===== src/rtl/decode_ctrl_pipe.sv =====
// Registered MIPS main-control decode stage with an ID/EX handshake register and MULT/DIV occupancy tracking.
// Optional build macro RI_EXCEPT_EN: flags reserved instructions on ex_ri and zeroes their control bundle.
module decode_ctrl_pipe #(
  parameter int ALUOP_W    = 4,
  parameter int MUL_CYCLES = 4,
  parameter int DIV_CYCLES = 32
) (
  input  logic               clk,
  input  logic               rst,
  input  logic [31:0]        id_instr,
  input  logic               id_valid,
  output logic               id_ready,
  input  logic               flush,
  input  logic               ex_ready,
  output logic               ex_valid,
  output logic               ex_regwrite,
  output logic               ex_regdst,
  output logic               ex_branch,
  output logic               ex_memwrite,
  output logic               ex_memtoreg,
  output logic               ex_jump,
  output logic               ex_bal,
  output logic [1:0]         ex_alusrc,
  output logic [1:0]         ex_hilowrite,
  output logic [ALUOP_W-1:0] ex_aluop,
  output logic               md_busy,
  output logic               ex_ri
);

  localparam int MAXC  = (MUL_CYCLES > DIV_CYCLES) ? MUL_CYCLES : DIV_CYCLES;
  localparam int CNT_W = (MAXC < 1) ? 1 : $clog2(MAXC + 1);

  localparam logic [3:0] OP_NOP   = 4'd0;
  localparam logic [3:0] OP_R     = 4'd1;
  localparam logic [3:0] OP_ADDI  = 4'd2;
  localparam logic [3:0] OP_ADDIU = 4'd3;
  localparam logic [3:0] OP_SLTI  = 4'd4;
  localparam logic [3:0] OP_SLTIU = 4'd5;
  localparam logic [3:0] OP_ANDI  = 4'd6;
  localparam logic [3:0] OP_ORI   = 4'd7;
  localparam logic [3:0] OP_XORI  = 4'd8;
  localparam logic [3:0] OP_LUI   = 4'd9;
  localparam logic [3:0] OP_MEM   = 4'd10;
  localparam logic [3:0] OP_BR    = 4'd11;

  typedef struct packed {
    logic       regwrite;
    logic       regdst;
    logic       branch;
    logic       memwrite;
    logic       memtoreg;
    logic       jump;
    logic       bal;
    logic [1:0] alusrc;
    logic [1:0] hilowrite;
    logic [3:0] aluop;
  } ctrl_t;

  logic [5:0] op, funct;
  logic [4:0] rt;
  assign op    = id_instr[31:26];
  assign rt    = id_instr[20:16];
  assign funct = id_instr[5:0];

  logic unused_instr;
  assign unused_instr = ^{id_instr[25:21], id_instr[15:6]};

  ctrl_t      raw, dec, ex_q;
  logic       bad_op, bad_funct, dec_ri;
  logic [CNT_W-1:0] cnt;
  logic       hilo_user, is_mul, is_div, accept;

  always_comb begin
    raw       = '0;
    bad_op    = 1'b0;
    bad_funct = 1'b0;
    case (op)
      6'b000000: begin
        raw.regwrite = 1'b1;
        raw.regdst   = 1'b1;
        raw.aluop    = OP_R;
        case (funct)
          6'b010000, 6'b010010: ;
          6'b010001: begin raw.regwrite = 1'b0; raw.regdst = 1'b0; raw.hilowrite = 2'b10; end
          6'b010011: begin raw.regwrite = 1'b0; raw.regdst = 1'b0; raw.hilowrite = 2'b01; end
          6'b011000, 6'b011001, 6'b011010, 6'b011011: begin
            raw.regwrite = 1'b0; raw.regdst = 1'b0; raw.hilowrite = 2'b11;
          end
          6'b100000, 6'b100001, 6'b100010, 6'b100011, 6'b100100, 6'b100101,
          6'b100110, 6'b100111, 6'b101010, 6'b101011, 6'b000000, 6'b000010,
          6'b000011, 6'b000100, 6'b000110, 6'b000111: ;
          default: bad_funct = 1'b1;
        endcase
      end
      6'b000001: begin
        case (rt)
          5'b00000, 5'b00001: begin raw.branch = 1'b1; raw.aluop = OP_BR; end
          5'b10000, 5'b10001: begin
            raw.branch = 1'b1; raw.regwrite = 1'b1; raw.bal = 1'b1; raw.aluop = OP_BR;
          end
          default: bad_op = 1'b1;
        endcase
      end
      6'b000010: raw.jump = 1'b1;
      6'b000011: begin raw.jump = 1'b1; raw.regwrite = 1'b1; raw.bal = 1'b1; end
      6'b000100, 6'b000101, 6'b000110, 6'b000111: begin raw.branch = 1'b1; raw.aluop = OP_BR; end
      6'b001000: begin raw.regwrite = 1'b1; raw.alusrc = 2'b01; raw.aluop = OP_ADDI;  end
      6'b001001: begin raw.regwrite = 1'b1; raw.alusrc = 2'b01; raw.aluop = OP_ADDIU; end
      6'b001010: begin raw.regwrite = 1'b1; raw.alusrc = 2'b01; raw.aluop = OP_SLTI;  end
      6'b001011: begin raw.regwrite = 1'b1; raw.alusrc = 2'b01; raw.aluop = OP_SLTIU; end
      6'b001100: begin raw.regwrite = 1'b1; raw.alusrc = 2'b10; raw.aluop = OP_ANDI;  end
      6'b001101: begin raw.regwrite = 1'b1; raw.alusrc = 2'b10; raw.aluop = OP_ORI;   end
      6'b001110: begin raw.regwrite = 1'b1; raw.alusrc = 2'b10; raw.aluop = OP_XORI;  end
      6'b001111: begin raw.regwrite = 1'b1; raw.alusrc = 2'b10; raw.aluop = OP_LUI;   end
      6'b100011: begin
        raw.regwrite = 1'b1; raw.memtoreg = 1'b1; raw.alusrc = 2'b01; raw.aluop = OP_MEM;
      end
      6'b101011: begin raw.memwrite = 1'b1; raw.alusrc = 2'b01; raw.aluop = OP_MEM; end
      default: begin raw.aluop = OP_NOP; bad_op = 1'b1; end
    endcase
  end

  // Unknown R-type functs only count as reserved when the exception is built in.
`ifdef RI_EXCEPT_EN
  assign dec_ri = bad_op | bad_funct;
`else
  logic unused_funct;
  assign unused_funct = bad_funct;
  assign dec_ri = 1'b0;
`endif
  assign dec = (bad_op | dec_ri) ? '0 : raw;

  assign hilo_user = (op == 6'b000000) &&
                     (funct inside {6'b010000, 6'b010001, 6'b010010, 6'b010011,
                                    6'b011000, 6'b011001, 6'b011010, 6'b011011});
  assign is_mul    = (op == 6'b000000) && (funct inside {6'b011000, 6'b011001});
  assign is_div    = (op == 6'b000000) && (funct inside {6'b011010, 6'b011011});

  assign md_busy  = (cnt != '0);
  assign id_ready = (!ex_valid || ex_ready) && !(md_busy && hilo_user);
  assign accept   = id_valid && id_ready && !flush;

  always_ff @(posedge clk) begin
    if (rst) begin
      ex_valid <= 1'b0;
      ex_q     <= '0;
      ex_ri    <= 1'b0;
      cnt      <= '0;
    end else begin
      if (flush)                     ex_valid <= 1'b0;
      else if (accept)               ex_valid <= 1'b1;
      else if (ex_valid && ex_ready) ex_valid <= 1'b0;

      if (accept) begin
        ex_q  <= dec;
        ex_ri <= dec_ri;
      end

      // Flush leaves the counter alone: the multiply/divide unit is already in flight.
      if (accept && is_mul)      cnt <= CNT_W'(MUL_CYCLES);
      else if (accept && is_div) cnt <= CNT_W'(DIV_CYCLES);
      else if (cnt != '0)        cnt <= cnt - 1'b1;
    end
  end

  assign ex_regwrite  = ex_q.regwrite;
  assign ex_regdst    = ex_q.regdst;
  assign ex_branch    = ex_q.branch;
  assign ex_memwrite  = ex_q.memwrite;
  assign ex_memtoreg  = ex_q.memtoreg;
  assign ex_jump      = ex_q.jump;
  assign ex_bal       = ex_q.bal;
  assign ex_alusrc    = ex_q.alusrc;
  assign ex_hilowrite = ex_q.hilowrite;
  assign ex_aluop     = ALUOP_W'(ex_q.aluop);

endmodule

===== config.mk =====
export PLATFORM = sky130hd
export DESIGN_NAME = decode_ctrl_pipe
export DESIGN_NICKNAME = d
export VERILOG_FILES = /design/src/rtl/decode_ctrl_pipe.sv
export SDC_FILE = /design/constraint.sdc
export NUM_CORES = 1
export LEC_CHECK = 0
export CORE_MARGIN = 1.5
export CORE_UTILIZATION = 45
export DETAILED_ROUTE_END_ITERATION = 10
export HOLD_SLACK_MARGIN = 0.06
export PLACE_DENSITY = 0.84
export REMOVE_ABC_BUFFERS = 1
export SETUP_SLACK_MARGIN = 0.3
export SKIP_CTS_REPAIR_TIMING = 1
export SYNTH_ARGS = -nofsm -noshare
export SYNTH_HDL_FRONTEND = slang
export SYNTH_SLANG_ARGS = --single-unit

===== constraint.sdc =====
create_clock -name clk -period 2.7 [get_ports clk]
set_clock_uncertainty 0.15 [all_clocks]
set_input_delay 0.27 -clock clk [delete_from_list [all_inputs] [get_ports clk]]
set_output_delay 0.27 -clock clk [all_outputs]
set_load 0.1 [all_outputs]

# Word-level counts from Yosys, hierarchy flattened

Cells that the tools add are included.

Memory bits (writable): 0
Bits in latches: 0
Memories kept: 0
Logic and storage cells: 103
Memory bits (read-only): 0
Output and inout bits: 19
Register bits after elaboration: 22
Bits of input ports: 37

Bitwise operators: 0
Multiplexer cells: 23
Shift-type cells: 0
Div/mod/pow operators: 0
Multipliers: 0
$add $sub $neg: 1
Reductions and logical operators: 37
Eq/ne operators: 28
Order comparisons: 0

Operators by type and width:

| cell                                                                   | count |
|---|---|
| 6-bit by 4-bit equality test with 1-bit output (second input constant) | 8 |
| 6-bit by 5-bit equality test with 1-bit output (second input constant) | 8 |
| 4-bit one-hot mux with 12 select lines                                 | 1 |
| 6-bit by 3-bit equality test with 1-bit output (second input constant) | 4 |
| 17-bit OR reduction                                                    | 1 |
| 4-bit OR reduction                                                     | 4 |
| 15-bit 2-to-1 mux                                                      | 1 |
| 6-bit by 2-bit equality test with 1-bit output (second input constant) | 2 |
| 6-bit equality test (second input constant)                            | 2 |
| 6-bit 2-to-1 mux                                                       | 2 |
| 6-bit OR reduction                                                     | 2 |
| 5-bit equality test (second input constant)                            | 2 |
| 1-bit logical AND                                                      | 10 |
| 10-bit OR reduction                                                    | 1 |
| 2-bit OR reduction                                                     | 5 |
| 1-bit 2-to-1 mux                                                       | 9 |
| 2-bit nonzero test                                                     | 4 |
| 8-bit nonzero test                                                     | 1 |
| 6-bit by 1-bit equality test with 1-bit output (second input constant) | 1 |
| 6-bit logical NOT                                                      | 1 |
| 1-bit one-hot mux with 2 select lines                                  | 3 |
| 2-bit one-hot mux with 3 select lines                                  | 1 |
| 6-bit nonzero test                                                     | 1 |
| 6-bit by 1-bit subtractor with 6-bit output (second input constant)    | 1 |
| other kinds (11)                                                       | 14 |

# Depth between registers and ports, before layout

Gate-level depths: netlist (run 1).

Word-level depth: 11
Depth in mapped cells: 8
Gate-level depth less buffers: 7

# Worst setup path before layout (run 1)

No wires, ideal clock.

Path kind: register to output
Start point: register ex_valid
End point: output port id_ready
Path slack: 0.004 ns
Arrival: 2.276 ns
Required time: 2.280 ns
Stages on the path, launching flop included: 3
Cell sequence: dfxtp_1 and2b_2 nor2_1

Word-level cells in the longest chain between the ends: 3

RTL lines:

| what                     | RTL line | text |
|---|---|---|
| start: declaration       | 15       | `output logic ex_valid,` |
| start signal: assignment | 145      | `ex_valid <= 1'b0;` |
| start signal: assignment | 150      | `if (flush) ex_valid <= 1'b0;` |
| start signal: assignment | 151      | `else if (accept) ex_valid <= 1'b1;` |
| 1-bit logical NOT        | 140      | `assign id_ready = (!ex_valid \|\| ex_ready) && !(md_busy && hilo_user);` |
| 1-bit logical OR         | 140      |  |
| 1-bit logical AND        | 140      |  |
| end: declaration         | 12       | `output logic id_ready,` |

Every way passes these cells.

# Worst setup path after layout (run 1)

Start point: input port id_instr[31]
End point: output port id_ready

Word-level cells in the longest chain between the ends: 5

RTL lines:

| what               | RTL line | text |
|---|---|---|
| start: declaration | 10       | `input logic [31:0] id_instr,` |
| 6-bit logical NOT  | n/a      |  |
| 1-bit logical AND  | 133      | `assign hilo_user = (op == 6'b000000) &&` |
| 1-bit logical AND  | 140      |  |
| 1-bit logical NOT  | 140      |  |
| 1-bit logical AND  | 140      |  |

Every way passes these cells.

==> load_flow_metrics.sql, run 1 <==
INSERT INTO impl_metrics (metric_group, metric, value, unit) VALUES
('sta', 'setup_repair_after_global_routing_missed_its_margin', 'false', ''),
('synthesis', 'yosysTopAreaCellShare', '0.328', ''),
('worst_setup_path', 'worst_setup_path_end_kind', 'primary output', ''),
('placement', 'placement.setup.worst_slack', '286', 'ps'),
('drt', 'detail_route.iter0.violations', '25', ''),
('synthesis', 'post_synthesis_cell_area', '1340', 'sq um'),
('sta', 'count_of_final_hold_check_violations', '0', ''),
('global_routing', 'maximum_number_of_pins_on_one_net_before_global_route_repair', '21', ''),
('cells_and_area', 'finish.utilization', '0.625', ''),
('worst_setup_path', 'critPathKind', 'primary input to primary output', ''),
('global_routing', 'grt_pass1_wl', '5380', 'um'),
('floorplanning', 'fp.dieW', '57.6', 'um'),
('sta', 'post-route-period-util', '0.844', ''),
('hold_path', 'min_path_type', 'register to register', ''),
('synthesis', 'syn_area_per_cell', '8.77', 'sq um'),
('cts', 'clock_sink_count', '22', ''),
('cells_and_area', 'count_of_inserted_antenna_diode_cells', '0', ''),
('pwr', 'power.density_cell_area', '696', 'nW/um^2'),
('hold_path', 'worst_hold_startpoint', 'ex_alusrc[0]', ''),
('status', 'status', 'finished, final reports clean', ''),
('placement', 'place.gp.congestion', '0.896', ''),
('cells_and_area', 'post-route-cell-area', '1740', 'sq um'),
('drt', 'drc', '0', ''),
('cells_and_area', 'finish.cell_count_without_fillers', '224', ''),
('synthesis', 'ys_top_cells_by_count', 'sky130_fd_sc_hd__dfxtp_1 (22), sky130_fd_sc_hd__nand2_1 (17), sky130_fd_sc_hd__a21oi_1 (16), sky130_fd_sc_hd__nor2_1 (13), sky130_fd_sc_hd__nor3_1 (7)', ''),
('worst_setup_path', 'reg2reg_from', 'cnt[0]', ''),
('pwr', 'total_power_consumption', '1.21', 'mW'),
('sta', 'whs', '315', 'ps'),
('placement', 'port_buffer_count', '38', ''),
('worst_setup_path', 'critical_path.startpoint_type', 'primary input', ''),
('worst_setup_path', 'r2r_setup_slack', '620', 'ps'),
('synthesis', 'synth_async_sr_flop_share', '0', ''),
('sta', 'highest_clock_rate', '439', 'MHz'),
('hold_path', 'holdPathStages', '2', ''),
('hold_path', 'min_to', 'ex_alusrc[0]', ''),
('drt', 'met3WireLength', '224', 'um'),
('run', 'cap_viol_max_count', '0', ''),
('synthesis', 'post-synth-top-area-cell', 'sky130_fd_sc_hd__dfxtp_1', ''),
('drt', 'num_vias', '1236', ''),
('drt', 'drt-total-wl', '3170', 'um'),
('worst_setup_path', 'reg2reg_to', 'ex_aluop[1]', ''),
('cts', 'cts.htree.levels', '1', ''),
('drt', 'ant_nets', '0', ''),
('pwr', 'power.ir.vdd_worst', '1.34', 'mV'),
('synthesis', 'synth_edf_count', '0', ''),
('synthesis', 'synth_seq_area_share', '0.328', ''),
('synthesis', 'postSynth.topFlopCell', 'sky130_fd_sc_hd__dfxtp_1', ''),
('sta', 'finalSetupViolCount', '0', ''),
('synthesis', 'yosys.cell_types.count', '52', ''),
('cts', 'clk_pin_slew', '120', 'ps'),
('floorplanning', 'initial_core_util', '0.482', ''),
('global_routing', 'grt_overflow_total', '0', ''),
('drt', 'vias_per_cell', '5.52', ''),
('cts', 'tritoncts', 'built', ''),
('cts', 'cts.path.max_buffers', '2', ''),
('drt', 'first_pass_iteration_count_of_the_detailed_router', '4', ''),
('placement', 'hpwl', '2500', 'um'),
('cts', 'clock-root-buffer', 'sky130_fd_sc_hd__clkbuf_4', ''),
('cells_and_area', 'area_growth_syn_to_layout', '29.7', '%'),
('floorplanning', 'die_area', '3320', 'sq um'),
('worst_setup_path', 'reg2reg_depth', '7', ''),
('drt', 'top_layer_used', 'met4', ''),
('cells_and_area', 'fin_nets', '233', ''),
('sta', 'final.setup.tns', '0', 'ps'),
('sta', 'finalWorstPathRequiredPeriod', '2280', 'ps'),
('drt', 'post_drt_wl_per_cell', '14.1', 'um'),
('sta', 'finalWorstSetupSlack', '421', 'ps'),
('cts', 'clock_insertion_delay_worst_skew', '310', 'ps'),
('synthesis', 'synth_top_cells_by_area', 'sky130_fd_sc_hd__dfxtp_1 (33%), sky130_fd_sc_hd__a21oi_1 (6.0%), sky130_fd_sc_hd__nand2_1 (4.8%)', ''),
('synthesis', 'yosysMostFrequentCell', 'sky130_fd_sc_hd__dfxtp_1', ''),
('synthesis', 'synth.ff_latch_count', '22', '');
==> layout make-up <==
| class | instances | area (sq um) |
|---|---|---|
| clock inverters | 1 | 30.0 |
| flip-flops and latches | 22 | 440 |
| repair buffers | 46 | 408 |
| multi-input cells | 114 | 773 |
| well taps | 31 | 38.8 |
| inverters | 7 | 26.3 |
| fillers | 244 | 1040 |
| clock buffers | 3 | 22.5 |
==> worst max-delay path by stage <==
stage            startpoint               to  slack [ps]  cells past startpoint
5_1_grt        id_instr[31]         id_ready         340                      6
3_5_place_dp   id_instr[31]     ex_alusrc[0]         290                      6
6_report       id_instr[31]         id_ready         420                      6
2_1_floorplan      ex_valid         id_ready           4                      2
4_1_cts        id_instr[31]         id_ready         430                      6
3_3_place_gp   id_instr[31]  ex_hilowrite[0]         320                      6
==> per-layer routing <==
layer  GRT usage  vias to the layer above
li1            -                      616
met1       0.232                      569
met2       0.383                       47
met3      0.0499                        4
met4      0.0432                        0
met5           0                        -
==> worst max-delay path, cell delays in order <==
cell and delay [ps]:
sky130_fd_sc_hd__clkdlybuf4s50_1 570, sky130_fd_sc_hd__nor4_4 450, sky130_fd_sc_hd__nand3_4 190, sky130_fd_sc_hd__nor2_1 130, sky130_fd_sc_hd__nor2_1 80, sky130_fd_sc_hd__buf_12 170
==> cell usage in the layout (no fill, tap or decap), types with 2 or more instances in the layout <==
cell / Yosys / final
sky130_fd_sc_hd__nor2b_1: 2 / 2
sky130_fd_sc_hd__nor4_1: 2 / 2
sky130_fd_sc_hd__nor3_1: 7 / 7
sky130_fd_sc_hd__dfxtp_1: 22 / 22
sky130_fd_sc_hd__xor2_1: 3 / 3
sky130_fd_sc_hd__nand3_1: 4 / 4
sky130_fd_sc_hd__nand4_1: 2 / 2
sky130_fd_sc_hd__buf_4: 1 / 25
sky130_fd_sc_hd__nand2b_1: 2 / 2
sky130_fd_sc_hd__o21ai_0: 4 / 4
sky130_fd_sc_hd__o21a_1: 2 / 2
sky130_fd_sc_hd__inv_1: 6 / 6
sky130_fd_sc_hd__ha_1: 2 / 2
sky130_fd_sc_hd__xnor2_1: 3 / 3
sky130_fd_sc_hd__nand2_1: 17 / 17
sky130_fd_sc_hd__or3_1: 3 / 3
sky130_fd_sc_hd__clkbuf_4: 0 / 3
sky130_fd_sc_hd__clkdlybuf4s50_1: 0 / 20
sky130_fd_sc_hd__a22oi_1: 2 / 2
sky130_fd_sc_hd__a21oi_1: 16 / 16
sky130_fd_sc_hd__o2bb2ai_1: 3 / 3
sky130_fd_sc_hd__nor2_1: 13 / 13
sky130_fd_sc_hd__a21oi_2: 2 / 2
==> power breakdown <==
group	leakage, nW	internal [mW]	switching (mW)	total, mW
clock	0.0279	0.150	0.103	0.253
sequential	0.179	0.369	0.0350	0.404
combinational	0.473	0.205	0.349	0.554
total	0.680	0.724	0.487	1.21
==> logic make-up after synthesis <==
family | Yosys count | synth area share
AND/OR/NAND/NOR | 68 | 0.313
flip-flops | 22 | 0.328
buffers and inverters | 17 | 0.0951
XOR/XNOR | 6 | 0.0392
AO/OA/AOI/OAI | 37 | 0.203
adder cells (fa/ha/maj) | 2 | 0.0187
other | 1 | 0.00280
==> sequential cells by signal (all words and copies together), names as in the netlist <==
register / flops
cnt: 6
ex_regwrite: 1
ex_hilowrite: 2
ex_valid: 1
ex_memwrite: 1
ex_alusrc: 2
ex_jump: 1
ex_bal: 1
ex_aluop: 4
ex_memtoreg: 1
ex_branch: 1
ex_regdst: 1
Note: power is estimated with default switching activity, not from simulation.
==> inputs of run 2 (changes only) <==
CORE_UTILIZATION = 38   (was 45)
PLACE_DENSITY = 0.75   (was 0.84)
clock period = 1.8 ns   (was 2.7 ns; I/O delays follow)
==> load_flow_metrics.sql, run 2 (synthesis results as in run 1) <==
INSERT INTO impl_metrics (metric_group, metric, value, unit) VALUES
('cells_and_area', 'finish.utilization', '0.745', ''),
('pwr', 'power.density_cell_area', '990', 'nW/um^2'),
('floorplanning', 'io_pins', '56', ''),
('worst_setup_path', 'max_stage_delay', '380', 'ps'),
('worst_setup_path', 'crit_path_top_delay_cell', 'sky130_fd_sc_hd__dfxtp_4', ''),
('global_routing', 'grt.busiest_layer', 'met2', ''),
('sta', 'count_of_final_hold_check_violations', '0', ''),
('cells_and_area', 'drive_above_1_share', '0.524', ''),
('sta', 'finalWorstSetupSlack', '-133', 'ps'),
('cts', 'cts.htree.levels', '1', ''),
('cells_and_area', 'final-seq-area', '449', 'sq um'),
('drt', 'post_drt_wl_per_cell', '16.3', 'um'),
('worst_setup_path', 'timing.critical_path.arrival', '1600', 'ps'),
('placement', 'place.gp.congestion', '0.795', ''),
('global_routing', 'maximum_number_of_pins_on_one_net_before_global_route_repair', '21', ''),
('sta', 'finalWorstPathRequiredPeriod', '1930', 'ps'),
('run', 'cap_viol_max_count', '0', ''),
('global_routing', 'grtUsageMet3', '0.0288', ''),
('cells_and_area', 'registers.top_by_ff_count', 'cnt', ''),
('global_routing', 'grt_pass1_wl', '5220', 'um'),
('status', 'status', 'finished with violations', ''),
('sta', 'post-route-period-util', '1.07', ''),
('drt', 'first_pass_iteration_count_of_the_detailed_router', '4', ''),
('worst_setup_path', 'critical_path.startpoint_type', 'register', ''),
('cells_and_area', 'fin_nets', '269', ''),
('cts', 'clock_sink_count', '22', ''),
('floorplanning', 'rows', '21', ''),
('global_routing', 'number_of_antenna_violations_at_the_first_check_in_global_routing', '0', ''),
('sta', 'highest_clock_rate', '517', 'MHz'),
('worst_setup_path', 'crit_required', '1470', 'ps'),
('pwr', 'power.ir.vdd_worst', '1.20', 'mV'),
('placement', 'port_buffer_count', '38', ''),
('worst_setup_path', 'worst_setup_path_end_kind', 'primary output', ''),
('worst_setup_path', 'timing.critical_path.fanout_max', '5', ''),
('global_routing', 'grtUsageMet2', '0.270', ''),
('hold_path', 'min_path_type', 'primary input to register', ''),
('floorplanning', 'core_area', '3360', 'sq um'),
('drt', 'drc', '0', ''),
('cts', 'clock-root-buffer', 'sky130_fd_sc_hd__clkbuf_4', ''),
('drt', 'num_vias', '1476', ''),
('status', 'violations_in_the_final_reports', 'setup timing', ''),
('global_routing', 'globalRouteTotalUtil', '0.165', ''),
('worst_setup_path', 'critical_path.most_common_cell', 'sky130_fd_sc_hd__buf_6', ''),
('cts', 'clock_insertion_delay_worst_skew', '340', 'ps'),
('cts', 'clk_pin_slew', '140', 'ps'),
('cts', 'tritoncts', 'built', ''),
('cells_and_area', 'area_growth_syn_to_layout', '86.8', '%'),
('cells_and_area', 'leading_cell_types_in_the_layout_fill_and_taps_excluded', 'sky130_fd_sc_hd__buf_4 (31), sky130_fd_sc_hd__buf_12 (18), sky130_fd_sc_hd__dfxtp_1 (17)', ''),
('floorplanning', 'fp.dieW', '62.4', 'um'),
('sta', 'finalSetupViolCount', '5', ''),
('pwr', 'leakage', '1.03', 'nW'),
('worst_setup_path', 'worstPathCellList', 'nor3_4 -> and3b_2 -> buf_6 -> inv_8 -> buf_6 -> buf_12', ''),
('cells_and_area', 'num-fill-cells', '220', ''),
('drt', 'ant_nets', '0', ''),
('worst_setup_path', 'worst-path-buf-inv', '4', ''),
('placement', 'placement.setup.worst_slack', '-347', 'ps'),
('sta', 'setup_repair_after_global_routing_missed_its_margin', 'true', ''),
('global_routing', 'number_of_global_route_vias_before_repair', '1162', ''),
('worst_setup_path', 'critPathKind', 'register to primary output', ''),
('worst_setup_path', 'worst_path_dominant_cell_family', 'buffers and inverters', ''),
('floorplanning', 'die_area', '3900', 'sq um'),
('cells_and_area', 'largest_register_ffs', '6', ''),
('drt', 'vias_per_cell', '5.37', ''),
('cts', 'cts.path.max_buffers', '2', ''),
('sta', 'final_max_slew_viol_count', '0', ''),
('global_routing', 'grt_overflow_total', '0', ''),
('floorplanning', 'initial_core_util', '0.399', ''),
('pwr', 'total_power_consumption', '2.48', 'mW'),
('cells_and_area', 'mostFrequentLayoutCell', 'sky130_fd_sc_hd__buf_4', ''),
('cells_and_area', 'multiInputGateArea', '963', 'sq um'),
('drt', 'detail_route.iter0.violations', '58', ''),
('drt', 'drt-total-wl', '4480', 'um'),
('placement', 'hpwl', '2430', 'um'),
('floorplanning', 'die_height', '62.4', 'um'),
('cts', 'clock_buffer_count_from_cts', '3', ''),
('global_routing', 'globalRouteMet1Util', '0.217', ''),
('cells_and_area', 'count_of_inserted_antenna_diode_cells', '0', '');
-- run 2: path summary, 6_finish.rpt --
path / startpoint / to / slack [ps] / depth (start not counted)
min reg2reg: ex_regdst / ex_regdst / 350 / 2
max reg2reg: cnt[4] / ex_hilowrite[0] / -90 / 7
max: cnt[4] / md_busy / -130 / 6
min: id_instr[29] / ex_memwrite / 200 / 4
-- run 2: cell type report --
class,count,share of cell area
clock inverter,1,0.0120
multi-input combinational,115,0.385
tap,46,0.0230
inverter,7,0.0135
timing repair buffer,81,0.379
sequential,22,0.179
clock buffer,3,0.00899
-- run 2: power by group --
part           internal [mW]  total [mW]  leakage [nW]  switching [mW]
Clock                  0.226       0.398        0.0279           0.172
Sequential             0.567       0.631         0.181          0.0639
Combinational          0.678        1.45         0.823           0.771
-- run 2: through the flow --
stage               instances  instance area, sq um  setup TNS [ps]  hold WS, ps
floorplan                 143                  1240           -7210         92.4
global placement          255                  2070           -4870          326
detailed placement        255                  2070           -5590          335
CTS                       259                  2120            -523          284
global route              275                  2500            -856          231
finish                    275                  2500            -468          200
-- run 2: per-layer routing --
| metal | up-vias | wire length [um] |
|---|---|---|
| li1 | 689 | - |
| met1 | 723 | 1910 |
| met2 | 54 | 2280 |
| met3 | 10 | 177 |
| met4 | 0 | 106 |
| met5 | - | 0 |
-- run 2: worst reg2reg max path: stages (launching register included) --
cell and delay [ps]:
sky130_fd_sc_hd__dfxtp_4 380, sky130_fd_sc_hd__nor3_4 200, sky130_fd_sc_hd__and3b_2 230, sky130_fd_sc_hd__buf_6 150
sky130_fd_sc_hd__o21ai_4 100, sky130_fd_sc_hd__buf_6 130, sky130_fd_sc_hd__or3_1 350, sky130_fd_sc_hd__a21oi_1 160
==> inputs of run 3 (changes only) <==
SETUP_SLACK_MARGIN = 0.5   (was 0.3)
==> load_flow_metrics.sql, run 3 (synthesis results as in run 1) <==
INSERT INTO impl_metrics (metric_group, metric, value, unit) VALUES
('pwr', 'leakage', '1.03', 'nW'),
('cts', 'tritoncts', 'built', ''),
('global_routing', 'number_of_antenna_violations_at_the_first_check_in_global_routing', '0', ''),
('floorplanning', 'initial_core_util', '0.399', ''),
('drt', 'post_drt_wl_per_cell', '15.4', 'um'),
('cells_and_area', 'registers.top_by_ff_count', 'cnt', ''),
('cells_and_area', 'finish.cell_count_without_fillers', '275', ''),
('pwr', 'power.ir.vdd_worst', '1.19', 'mV'),
('worst_setup_path', 'crit_required', '1470', 'ps'),
('cells_and_area', 'leading_cell_types_in_the_layout_fill_and_taps_excluded', 'sky130_fd_sc_hd__buf_4 (31), sky130_fd_sc_hd__buf_12 (18), sky130_fd_sc_hd__clkdlybuf4s50_1 (12), sky130_fd_sc_hd__buf_6 (12), sky130_fd_sc_hd__dfxtp_1 (11)', ''),
('cts', 'clk_pin_slew', '140', 'ps'),
('global_routing', 'grt_pass1_wl', '5220', 'um'),
('cells_and_area', 'fin_nets', '269', ''),
('cts', 'clock-root-buffer', 'sky130_fd_sc_hd__clkbuf_4', ''),
('cells_and_area', 'count_of_inserted_antenna_diode_cells', '0', ''),
('sta', 'finalWorstPathRequiredPeriod', '1900', 'ps'),
('placement', 'place.gp.congestion', '0.795', ''),
('sta', 'final.setup.tns', '-379', 'ps'),
('hold_path', 'min_path_type', 'primary input to register', ''),
('drt', 'first_pass_iteration_count_of_the_detailed_router', '4', ''),
('worst_setup_path', 'max_stage_delay', '360', 'ps'),
('floorplanning', 'io_pins', '56', ''),
('floorplanning', 'rows', '21', ''),
('worst_setup_path', 'crit_path_top_delay_cell', 'sky130_fd_sc_hd__dfxtp_2', ''),
('sta', 'setup_repair_after_global_routing_missed_its_margin', 'true', ''),
('worst_setup_path', 'timing.critical_path.fanout_max', '5', ''),
('drt', 'vias_per_cell', '5.23', ''),
('cells_and_area', 'area_growth_syn_to_layout', '87.3', '%'),
('sta', 'finalSetupViolCount', '5', ''),
('placement', 'placement.setup.worst_slack', '-347', 'ps'),
('worst_setup_path', 'worstPathCellList', 'inv_2 -> ha_4 -> and3b_2 -> buf_6 -> inv_8 -> buf_6 -> buf_12', ''),
('floorplanning', 'fp.dieW', '62.4', 'um'),
('floorplanning', 'die_area', '3900', 'sq um'),
('cts', 'cts.path.max_buffers', '2', ''),
('worst_setup_path', 'worst_setup_path_end_kind', 'primary output', ''),
('sta', 'count_of_final_hold_check_violations', '0', ''),
('global_routing', 'maximum_number_of_pins_on_one_net_before_global_route_repair', '21', ''),
('cts', 'cts.htree.levels', '1', ''),
('drt', 'drt-total-wl', '4220', 'um'),
('placement', 'dp_cells', '255', ''),
('placement', 'hpwl', '2430', 'um'),
('floorplanning', 'die_height', '62.4', 'um'),
('run', 'cap_viol_max_count', '0', ''),
('cts', 'clock_sink_count', '22', ''),
('cells_and_area', 'mostFrequentLayoutCell', 'sky130_fd_sc_hd__buf_4', ''),
('floorplanning', 'core_area', '3360', 'sq um'),
('global_routing', 'number_of_global_route_vias_before_repair', '1162', ''),
('worst_setup_path', 'critical_path.most_common_cell', 'sky130_fd_sc_hd__buf_6', ''),
('sta', 'post-route-period-util', '1.06', ''),
('sta', 'final_max_slew_viol_count', '0', ''),
('drt', 'detail_route.iter0.violations', '67', ''),
('worst_setup_path', 'critical_path.startpoint_type', 'register', ''),
('worst_setup_path', 'timing.critical_path.arrival', '1570', 'ps'),
('cts', 'clock_insertion_delay_worst_skew', '330', 'ps'),
('global_routing', 'grt_overflow_total', '0', ''),
('status', 'status', 'finished with violations', ''),
('pwr', 'power.density_cell_area', '969', 'nW/um^2'),
('worst_setup_path', 'critPathKind', 'register to primary output', ''),
('sta', 'highest_clock_rate', '526', 'MHz'),
('placement', 'port_buffer_count', '38', ''),
('cells_and_area', 'largest_register_ffs', '6', ''),
('status', 'violations_in_the_final_reports', 'setup timing', ''),
('sta', 'finalWorstSetupSlack', '-103', 'ps'),
('cts', 'clock_buffer_count_from_cts', '3', ''),
('drt', 'num_vias', '1437', ''),
('cells_and_area', 'num-fill-cells', '222', ''),
('global_routing', 'globalRouteTotalUtil', '0.165', ''),
('cells_and_area', 'drive_above_1_share', '0.550', ''),
('drt', 'drc', '0', ''),
('drt', 'ant_nets', '0', '');
[run 3: area by class of cell]
| cell class | instances | area [sq um] | area share |
|---|---|---|---|
| multi-input cells | 115 | 963 | 0.383 |
| well taps | 46 | 57.6 | 0.0229 |
| clock inverters | 1 | 30.0 | 0.0120 |
| repair buffers | 81 | 948 | 0.377 |
| flip-flops and latches | 22 | 457 | 0.182 |
| inverters | 7 | 33.8 | 0.0134 |
| clock buffers | 3 | 22.5 | 0.00896 |
[run 3: final timing paths]
kind / from / endpoint / slack, ps / cells past startpoint
max: cnt[0] / md_busy / -100 / 7
min: id_instr[29] / ex_memwrite / 200 / 4
max reg2reg: ex_valid / ex_hilowrite[0] / -70 / 7
min reg2reg: ex_aluop[3] / ex_aluop[3] / 340 / 1
[run 3: report_power, final]
group	total [mW]	internal [mW]	leakage [nW]	switching (mW)
combinational	1.41	0.676	0.823	0.732
clock	0.395	0.226	0.0279	0.169
sequential	0.632	0.567	0.184	0.0645
total	2.43	1.47	1.03	0.966
[run 3: through the flow]
| step | power [mW] | hold WS (ps) | cell area (sq um) | utilization |
|---|---|---|---|---|
| finish | 2.43 | 197 | 2510 | 0.747 |
| global route | 2.53 | 226 | 2510 | 0.747 |
| CTS | 2.06 | 284 | 2120 | 0.631 |
| detailed placement | 1.66 | 335 | 2070 | 0.615 |
| global placement | 1.65 | 326 | 2070 | 0.615 |
| floorplan | 1.19 | 92.4 | 1240 | - |
[run 3: critical path, delay by kind of cell, from the launching register on]
| family | cells | cell delay [ps] |
|---|---|---|
| flip-flops | 1 | 360 |
| buffers and inverters | 5 | 530 |
| AND/OR/NAND/NOR | 1 | 220 |
| adder cells (fa/ha/maj) | 1 | 150 |
[run 3: metal layers]
metal / up-vias / share of wire / GRT usage
met3: 8 / 0.039 / 0.0288
met5: - / 0 / 0
li1: 690 / - / -
met1: 691 / 0.44 / 0.217
met4: 0 / 0.020 / 0.0583
met2: 48 / 0.50 / 0.270
